$ cat src/rtl/writeback_regfile.sv
// ---------------------------------------------------------------------------
// writeback_regfile
//   Writeback stage and architectural register file of a sequential Y86-64
//   style core, sitting directly after the memory stage. Commits valE/valM
//   to dstE/dstM at the rising clock edge, supplies combinational valA/valB
//   to decode, and owns the processor status register, the RUN/HALTED state
//   machine and the retired-instruction counter.
//
// Optional feature macro: WB_BYPASS_EN
//   defined   : valA/valB forward same-cycle enabled write data (M over E).
//   undefined : read ports reflect array contents only.
//
// Ports
//   clk          in   rising-edge clock
//   rst          in   asynchronous active-high reset
//   icode        in   instruction code in writeback
//   cnd          in   condition flag from execute (gates cmovXX)
//   dstE, dstM   in   destination register IDs (15 = none)
//   valE, valM   in   ALU result / memory read data
//   dmem_error   in   data-memory address error
//   imem_error   in   instruction-fetch address error
//   instr_valid  in   0 = illegal icode/ifun
//   srcA, srcB   in   read port register IDs (15 = none, reads as 0)
//   valA, valB   out  read port data
//   stat         out  1=AOK 2=HLT 3=ADR 4=INS (registered)
//   halted       out  1 while in HALTED
//   retired      out  committed instruction count (wraps mod 2^64)
// ---------------------------------------------------------------------------
module writeback_regfile #(
    parameter int unsigned         DATA_W  = 64,
    parameter int unsigned         NREGS   = 15,
    parameter logic [DATA_W-1:0]   SP_INIT = '0
) (
    input  logic              clk,
    input  logic              rst,
    input  logic [3:0]        icode,
    input  logic              cnd,
    input  logic [3:0]        dstE,
    input  logic [3:0]        dstM,
    input  logic [DATA_W-1:0] valE,
    input  logic [DATA_W-1:0] valM,
    input  logic              dmem_error,
    input  logic              imem_error,
    input  logic              instr_valid,
    input  logic [3:0]        srcA,
    input  logic [3:0]        srcB,
    output logic [DATA_W-1:0] valA,
    output logic [DATA_W-1:0] valB,
    output logic [2:0]        stat,
    output logic              halted,
    output logic [63:0]       retired
);

    localparam logic [3:0] RNONE       = 4'hF;
    localparam logic [3:0] ICODE_HALT  = 4'h0;
    localparam logic [3:0] ICODE_CMOV  = 4'h2;

    typedef enum logic [2:0] {
        STAT_AOK = 3'd1,
        STAT_HLT = 3'd2,
        STAT_ADR = 3'd3,
        STAT_INS = 3'd4
    } stat_t;

    typedef enum logic {
        S_RUN    = 1'b0,
        S_HALTED = 1'b1
    } state_t;

    logic [DATA_W-1:0] r_regs [NREGS];
    state_t            r_state;
    state_t            w_state_next;
    stat_t             r_stat;
    stat_t             w_next_stat;
    logic [63:0]       r_retired;
    logic              w_run;
    logic              w_commit;
    logic              w_we_e;
    logic              w_we_m;

    // Status of the instruction currently in writeback, faults first.
    always_comb begin
        w_next_stat = STAT_AOK;
        if (dmem_error || imem_error)
            w_next_stat = STAT_ADR;
        else if (!instr_valid)
            w_next_stat = STAT_INS;
        else if (icode == ICODE_HALT)
            w_next_stat = STAT_HLT;
    end

    // FSM: state register
    always_ff @(posedge clk or posedge rst) begin
        if (rst)
            r_state <= S_RUN;
        else
            r_state <= w_state_next;
    end

    // FSM: next state
    always_comb begin
        w_state_next = r_state;
        if (r_state == S_RUN && w_next_stat != STAT_AOK)
            w_state_next = S_HALTED;
    end

    // FSM: outputs and write enables
    always_comb begin
        w_run    = (r_state == S_RUN);
        halted   = (r_state == S_HALTED);
        w_commit = w_run && (w_next_stat == STAT_AOK);
        // A cmov whose condition failed writes nothing.
        w_we_e   = w_commit && (dstE != RNONE) && !(icode == ICODE_CMOV && !cnd);
        w_we_m   = w_commit && (dstM != RNONE);
    end

    // Status register latches the offending code on the RUN->HALTED edge.
    always_ff @(posedge clk or posedge rst) begin
        if (rst)
            r_stat <= STAT_AOK;
        else if (r_state == S_RUN)
            r_stat <= w_next_stat;
    end

    // Halt retires; faults do not.
    always_ff @(posedge clk or posedge rst) begin
        if (rst)
            r_retired <= '0;
        else if (w_run && (w_next_stat == STAT_AOK || w_next_stat == STAT_HLT))
            r_retired <= r_retired + 64'd1;
    end

    // Register file. M is written after E so it wins on dstE == dstM.
    always_ff @(posedge clk or posedge rst) begin
        if (rst) begin
            for (int unsigned i = 0; i < NREGS; i++)
                r_regs[i] <= (i == 4) ? SP_INIT : '0;
        end else begin
            if (w_we_e)
                r_regs[dstE] <= valE;
            if (w_we_m)
                r_regs[dstM] <= valM;
        end
    end

    // Read port A
    always_comb begin
        valA = '0;
        if (srcA != RNONE)
            valA = r_regs[srcA];
`ifdef WB_BYPASS_EN
        if (w_we_m && dstM == srcA)
            valA = valM;
        else if (w_we_e && dstE == srcA)
            valA = valE;
`endif
    end

    // Read port B
    always_comb begin
        valB = '0;
        if (srcB != RNONE)
            valB = r_regs[srcB];
`ifdef WB_BYPASS_EN
        if (w_we_m && dstM == srcB)
            valB = valM;
        else if (w_we_e && dstE == srcB)
            valB = valE;
`endif
    end

    assign stat    = r_stat;
    assign retired = r_retired;

endmodule

$ cat config.mk
export PLATFORM = sky130hd
export DESIGN_NAME = writeback_regfile
export DESIGN_NICKNAME = d
export VERILOG_FILES = /design/src/rtl/writeback_regfile.sv
export SDC_FILE = /design/constraint.sdc
export NUM_CORES = 2
export LEC_CHECK = 0
export BUFFER_PORTS_ARGS = -buffer_cell sky130_fd_sc_hd__buf_2
export CORE_AREA = 2 2 278 417
export DETAILED_ROUTE_END_ITERATION = 10
export DIE_AREA = 0 0 280 419
export GPL_ROUTABILITY_DRIVEN = 0
export GPL_TIMING_DRIVEN = 0
export HOLD_SLACK_MARGIN = 0.1
export PLACE_DENSITY = 0.71
export SLEW_MARGIN = 15
export SYNTH_ARGS = -nofsm -noshare
export SYNTH_HDL_FRONTEND = slang
export SYNTH_SLANG_ARGS = --single-unit
$ cat constraint.sdc
create_clock -name clk -period 68.3 [get_ports clk]
set_input_delay 20.49 -clock clk [delete_from_list [all_inputs] [get_ports clk]]
set_output_delay 20.49 -clock clk [all_outputs]
set_load 0.005 [all_outputs]
Word-level counts from Yosys, hierarchy flattened
Cells that the tools add are included.
- bitwise operators: 5
- add/sub/neg operators: 1
- order comparisons: 6
- muxes and demuxes: 19
- reduce and logical (&&, ||, !) cells: 14
- eq/ne operators: 8
- operators by type and width (cell ; number):
    960-bit bitwise mux ; 2
    960-bit 2-to-1 mux ; 2
    64-bit binary-select mux with 4-bit select ; 2
    64-bit demux with 4-bit select ; 2
    64-bit 2-to-1 mux ; 8
    64-bit by 1-bit adder with 64-bit output, second input constant ; 1
    5-bit greater-or-equal comparator, second input constant ; 4
    4-bit NOT with 5-bit output ; 4
    4-bit inequality test, second input constant ; 4
    5-bit by 1-bit less-than comparator with 1-bit output, second input constant ; 2
    1-bit logical AND ; 9
    3-bit 2-to-1 mux ; 2
    4-bit by 2-bit equality test with 1-bit output, second input constant ; 1
    4-bit logical NOT ; 1
    3-bit by 1-bit equality test with 1-bit output, second input constant ; 1
    3-bit by 2-bit equality test with 1-bit output, second input constant ; 1
    3-bit by 1-bit inequality test with 1-bit output, second input constant ; 1
    1-bit logical NOT ; 2
    1-bit logical OR ; 2
    2-bit 2-to-1 mux ; 1
    1-bit NOT ; 1
- bits in registers: 1028
- word-level logic and storage cells: 71

Longest topological paths before layout
- word-level depth: 11
- depth in mapped cells: 8
- gate-level depth less buffers: 6

Least setup slack after synthesis
OpenSTA, ideal clock, no wires.
- kind: input port to output port
- start point: input srcB[0]
- end point: output valB[32]
- path slack: 25334 ps
- arrival time: 22476 ps
- required time: 47810 ps
- path buffers: 3
- stages: 5
- cells stage by stage: clkbuf_1 buf_2 buf_1 mux4_2 mux4_2
- word-level cells in the longest chain between the ends: 5
- elaborated cells between the ends (all ways): 6
- classes of those cells: 1 x eq/ne; 4 x mux; 1 x bitwise
- ends and longest elaborated chain (element ; RTL line ; RTL):
    from (decl) ; 46 ; input logic [3:0] srcB,
    4-bit NOT with 5-bit output (implied by the code) ; 163 ; valB = r_regs[srcB];
    64-bit binary-select mux with 4-bit select ; 163 ;
    64-bit 2-to-1 mux (implied by the code) (2 in a row) ; 163 ;
    64-bit 2-to-1 mux * ; 162 ; if (srcB != RNONE)
    to (decl) ; 48 ; output logic [DATA_W-1:0] valB,
Mark *: on every way between the ends. The rest lies on a longest branch, timed or not. The select of a mux whose other input is x is not followed.

Final worst setup path
- start point: input srcB[0]
- end point: output valB[27]
Same word-level chain as after synthesis.

==> summary.md <==
| Metric | Value |
|---|---|
| Final wirelength | `around 270000 um` |
| CP max-delay cell | `nand2_2` |
| Setup Fix Bufs, Post-CTS | `0` |
| Synth cell types | `47` |
| CP top delay family | `buffers and inverters` |
| Clock skew | `approximately 37 ps` |
| Worst-path fanout max | `11` |
| Hpwl dp | `184000 um` |
| Inst Count DP | `between 7000 and 8000` |
| Pwr per Cell Area | `19.6 nW/um2` |
| Critical path startpoint category | `primary input` |
| Post-CTS resize count | `0` |
| Worst-Skew Late Latency | `780 ps` |
| DRT iter0 DRCs | `roughly 9000` |
| Most used cell along the critical path | `buf_2` |
| Synth Net Count | `between 6000 and 7000` |
| Fin. max-slew vios | `0` |
| VDD IR max | `~0.024 mV` |
| Status | `finished, final reports clean` |
| Static Leak | `approximately 32 nW` |
| Area growth syn-to-layout | `12.4%` |
| Die area | `around 120000 um2` |
| CTS tree | `built` |
| Seq/Total Area, Yosys | `around 41%` |
| Asr flop ratio synth | `between 90% and 100%` |
| Clock root cell | `clkbuf_16` |
| Core Region | `approximately 110000 um2` |
| Clock Tree Buf Depth | `3` |
| Hold_sp | `stat[0]$_DFFE_PP1N_` |
| Non-Filler Instances | `between 7000 and 8000` |
| Layout Nets | `6473` |
| Reg-to-Reg Start | `halted$_DFFE_PP0P_` |
| Initial antenna violation count | `between 50 and 60` |
| Die height | `419 um` |
| Vias per cell | `roughly 7.2` |
| Post-synth EDFFs | `0` |
| Ys flop type | `dfrtp_1` |
| # clock sinks | `1028` |
| Initial Util | `54.4%` |
| WHS | `roughly 470 ps` |
| # fillers | `between 9000 and 10000` |
| Critical Path RT | `between 40000 and 50000 ps` |
| I/O pin count | `350` |
| CP Buf/Inv Count | `6` |
| Syn avg cell area | `between 10 and 15 um2` |
| Slew margin rel. | `under 10%` |
| Port buffer count | `roughly 340` |
| Width of the die | `280 um` |
| Vias in the first global route | `55300` |
| First-pass GRT wire length | `385000 um` |
| Cts bufs inserted | `roughly 100` |
| CP peak stage delay | `710 ps` |
| Worst Setup SP | `srcB[0]` |
| RSZ-0062 raised after global routing | `false` |
| Final Core Density | `61.2%` |
| Synthesized area | `between 60000 and 70000 um2` |
| Max_cap viols | `0` |
| Reg clk slew, reported paths | `around 60 ps` |
| PnR Total Power | `between 0.001 and 0.0015 W` |
| Kind of critical path | `primary input to output pin` |
| TritonRoute pass-1 iters | `10` |
| HP Class | `register to register` |
| Remaining routing DRC violations | `0` |
| Largest net degree at the start of global routing | `between 100 and 150` |
| Max Freq | `22.2 MHz` |
| Final count of hold timing violations | `0` |
| # setup viols final | `0` |
| CP endpoint kind | `output pin` |
| Routed vias | `approximately 57000` |
| Final period util | `between 60% and 70%` |
| Crit path time final | `44990 ps` |
| DRT antenna net count | `0` |
| H-tree Lvls | `3` |
| Number of hold buffers added after cts | `0` |
| Synth Instances | `~6000` |
| Ys Warns | `0` |
| GRT Util Overall | `a little under half` |
| Worst Tran Pin Value | `1430 ps` |
| Total negative slack | `0 ps` |
| Share of layout cells above drive strength 1 | `17.8%` |
| Seq cells post-synth | `1028` |
| Drt wl/cell | `34.2 um` |
| FP Rows | `roughly 150` |
| Worst-path cell chain | `clkbuf_1 -> buf_2 -> buf_2 -> clkbuf_2 -> nand3_1 -> nand2_2 -> clkbuf_1 -> o22ai_1 -> buf_2` |
| Critical Path AT | `24500 ps` |
| Total gr overflow | `0` |
-- final timing paths --
path | end | slack [ps] | depth (start not counted)
max | valB[27] | 23310 | 9
min | stat[0]$_DFFE_PP1N_ | 470 | 2
max reg2reg | r_regs[492]$_DFF_PP0_ | 63990 | 9
min reg2reg | stat[0]$_DFFE_PP1N_ | 470 | 2
max in group asynchronous | r_regs[610]$_DFF_PP0_ | 46050 | 6
min in group asynchronous | retired[11]$_DFFE_PP0P_ | 19810 | 2
-- cell usage after synthesis, types with 3 or more instances --
cell / n / area [um2]
o22ai_1: 46 / 288
or3_1: 3 / 18.8
buf_1: 35 / 131
nand2_1: 873 / 3280
dfrtp_1: 1027 / 25700
xnor2_1: 32 / 280
nor3_1: 19 / 95.1
nor2b_1: 5 / 31.3
nand2b_1: 7 / 43.8
buf_2: 74 / 370
mux4_2: 466 / 10500
clkbuf_1: 481 / 1810
nand3_1: 26 / 130
mux2i_1: 1070 / 10700
buf_4: 26 / 195
nor4_1: 10 / 62.6
nand4_1: 27 / 169
inv_1: 9 / 33.8
nand4b_1: 3 / 26.3
o211ai_1: 46 / 345
o21ai_0: 591 / 2960
xor2_1: 31 / 272
o21ai_1: 113 / 566
nor2_1: 416 / 1560
buf_6: 6 / 67.6
and3_1: 6 / 37.5
a21oi_1: 322 / 1610
a31oi_1: 64 / 400
-- tightest hold or removal path, stage by stage (launching register included) --
cell and delay, ps:
dfstp_2 360, inv_1 40, a21oi_1 50
-- sequential cells by signal (all words and copies together) (netlist names) --
signal and cells:
halted 1, stat 3, retired 64, r_regs 960
-- final cells by class --
type / instances / area, um2 / share of cell area (%)
Multi-Input combinational cell: 4200 / 33700 / 48.3
Sequential cell: 1028 / 25700 / 36.9
Clock buffer: 157 / 3180 / 4.56
Buffer: 622 / 2610 / 3.74
Timing Repair Buffer: 353 / 2050 / 2.94
Tap cell: 1463 / 1830 / 2.63
Clock inverter: 32 / 450 / 0.646
Antenna cell: 51 / 128 / 0.183
Inverter: 9 / 41.3 / 0.0592
-- stage by stage --
| stage | worst slack [ps] | instance area [um2] |
|---|---|---|
| floorplan | 18880 | 62000 |
| finish | 23310 | 69700 |
| global placement | 6340 | 65500 |
| CTS | 23320 | 69500 |
| detailed placement | 23300 | 65900 |
| global route | 23510 | 69600 |
-- layout by cell type (no fill, tap or decap), types with 3 or more instances in the layout --
| master | count |
|---|---|
| a21oi_1 | 322 |
| a31oi_1 | 64 |
| and3_1 | 6 |
| buf_1 | 22 |
| buf_16 | 11 |
| buf_2 | 419 |
| buf_4 | 26 |
| buf_6 | 11 |
| bufinv_16 | 11 |
| clkbuf_1 | 485 |
| clkbuf_16 | 109 |
| clkbuf_2 | 22 |
| clkbuf_8 | 27 |
| clkinv_2 | 16 |
| clkinvlp_4 | 3 |
| dfrtp_1 | 1027 |
| diode_2 | 51 |
| inv_1 | 8 |
| mux2i_1 | 1070 |
| mux4_2 | 466 |
| nand2_1 | 870 |
| nand2_2 | 3 |
| nand2b_1 | 7 |
| nand3_1 | 26 |
| nand4_1 | 27 |
| nand4b_1 | 3 |
| nor2_1 | 416 |
| nor2b_1 | 5 |
| nor3_1 | 19 |
| nor4_1 | 8 |
| o211ai_1 | 46 |
| o21ai_0 | 591 |
| o21ai_1 | 113 |
| o22ai_1 | 46 |
| or3_1 | 3 |
| xnor2_1 | 32 |
| xor2_1 | 31 |
-- power by group --
part           leakage (nW)  internal, W  switching (W)
clock network          1.79     0.000361       0.000269
logic                  16.3    0.0000337      0.0000844
registers              14.3     0.000614     0.00000419
total                  32.4      0.00101       0.000358
-- cells by family (layout without fill, tap and decap cells) --
group	Yosys count	in the layout	synth area share, %
adders and majority gates	1	1	0.0202
and+or+nand+nor	1414	1414	9.15
muxes	1536	1536	34.2
DFF	1028	1028	41.5
buffers and inverters	631	1173	4.20
other	0	51	0
AOI/OAI and AO/OA	1186	1186	10.0
xor gates and xnor gates	63	63	0.890
-- per-layer routing --
layer | GRT usage, % | part of all wire [%] | vias up | routed length [um]
met5 | 1.30 | 0.16 | - | 442
met1 | 51.4 | 31 | 27600 | 85100
li1 | - | - | 22200 | -
met3 | 18.6 | 14 | 1767 | 37500
met2 | 66.9 | 43 | 5239 | 116000
met4 | 41.5 | 12 | 48 | 31300
Note: power is estimated with default switching activity, not from simulation.
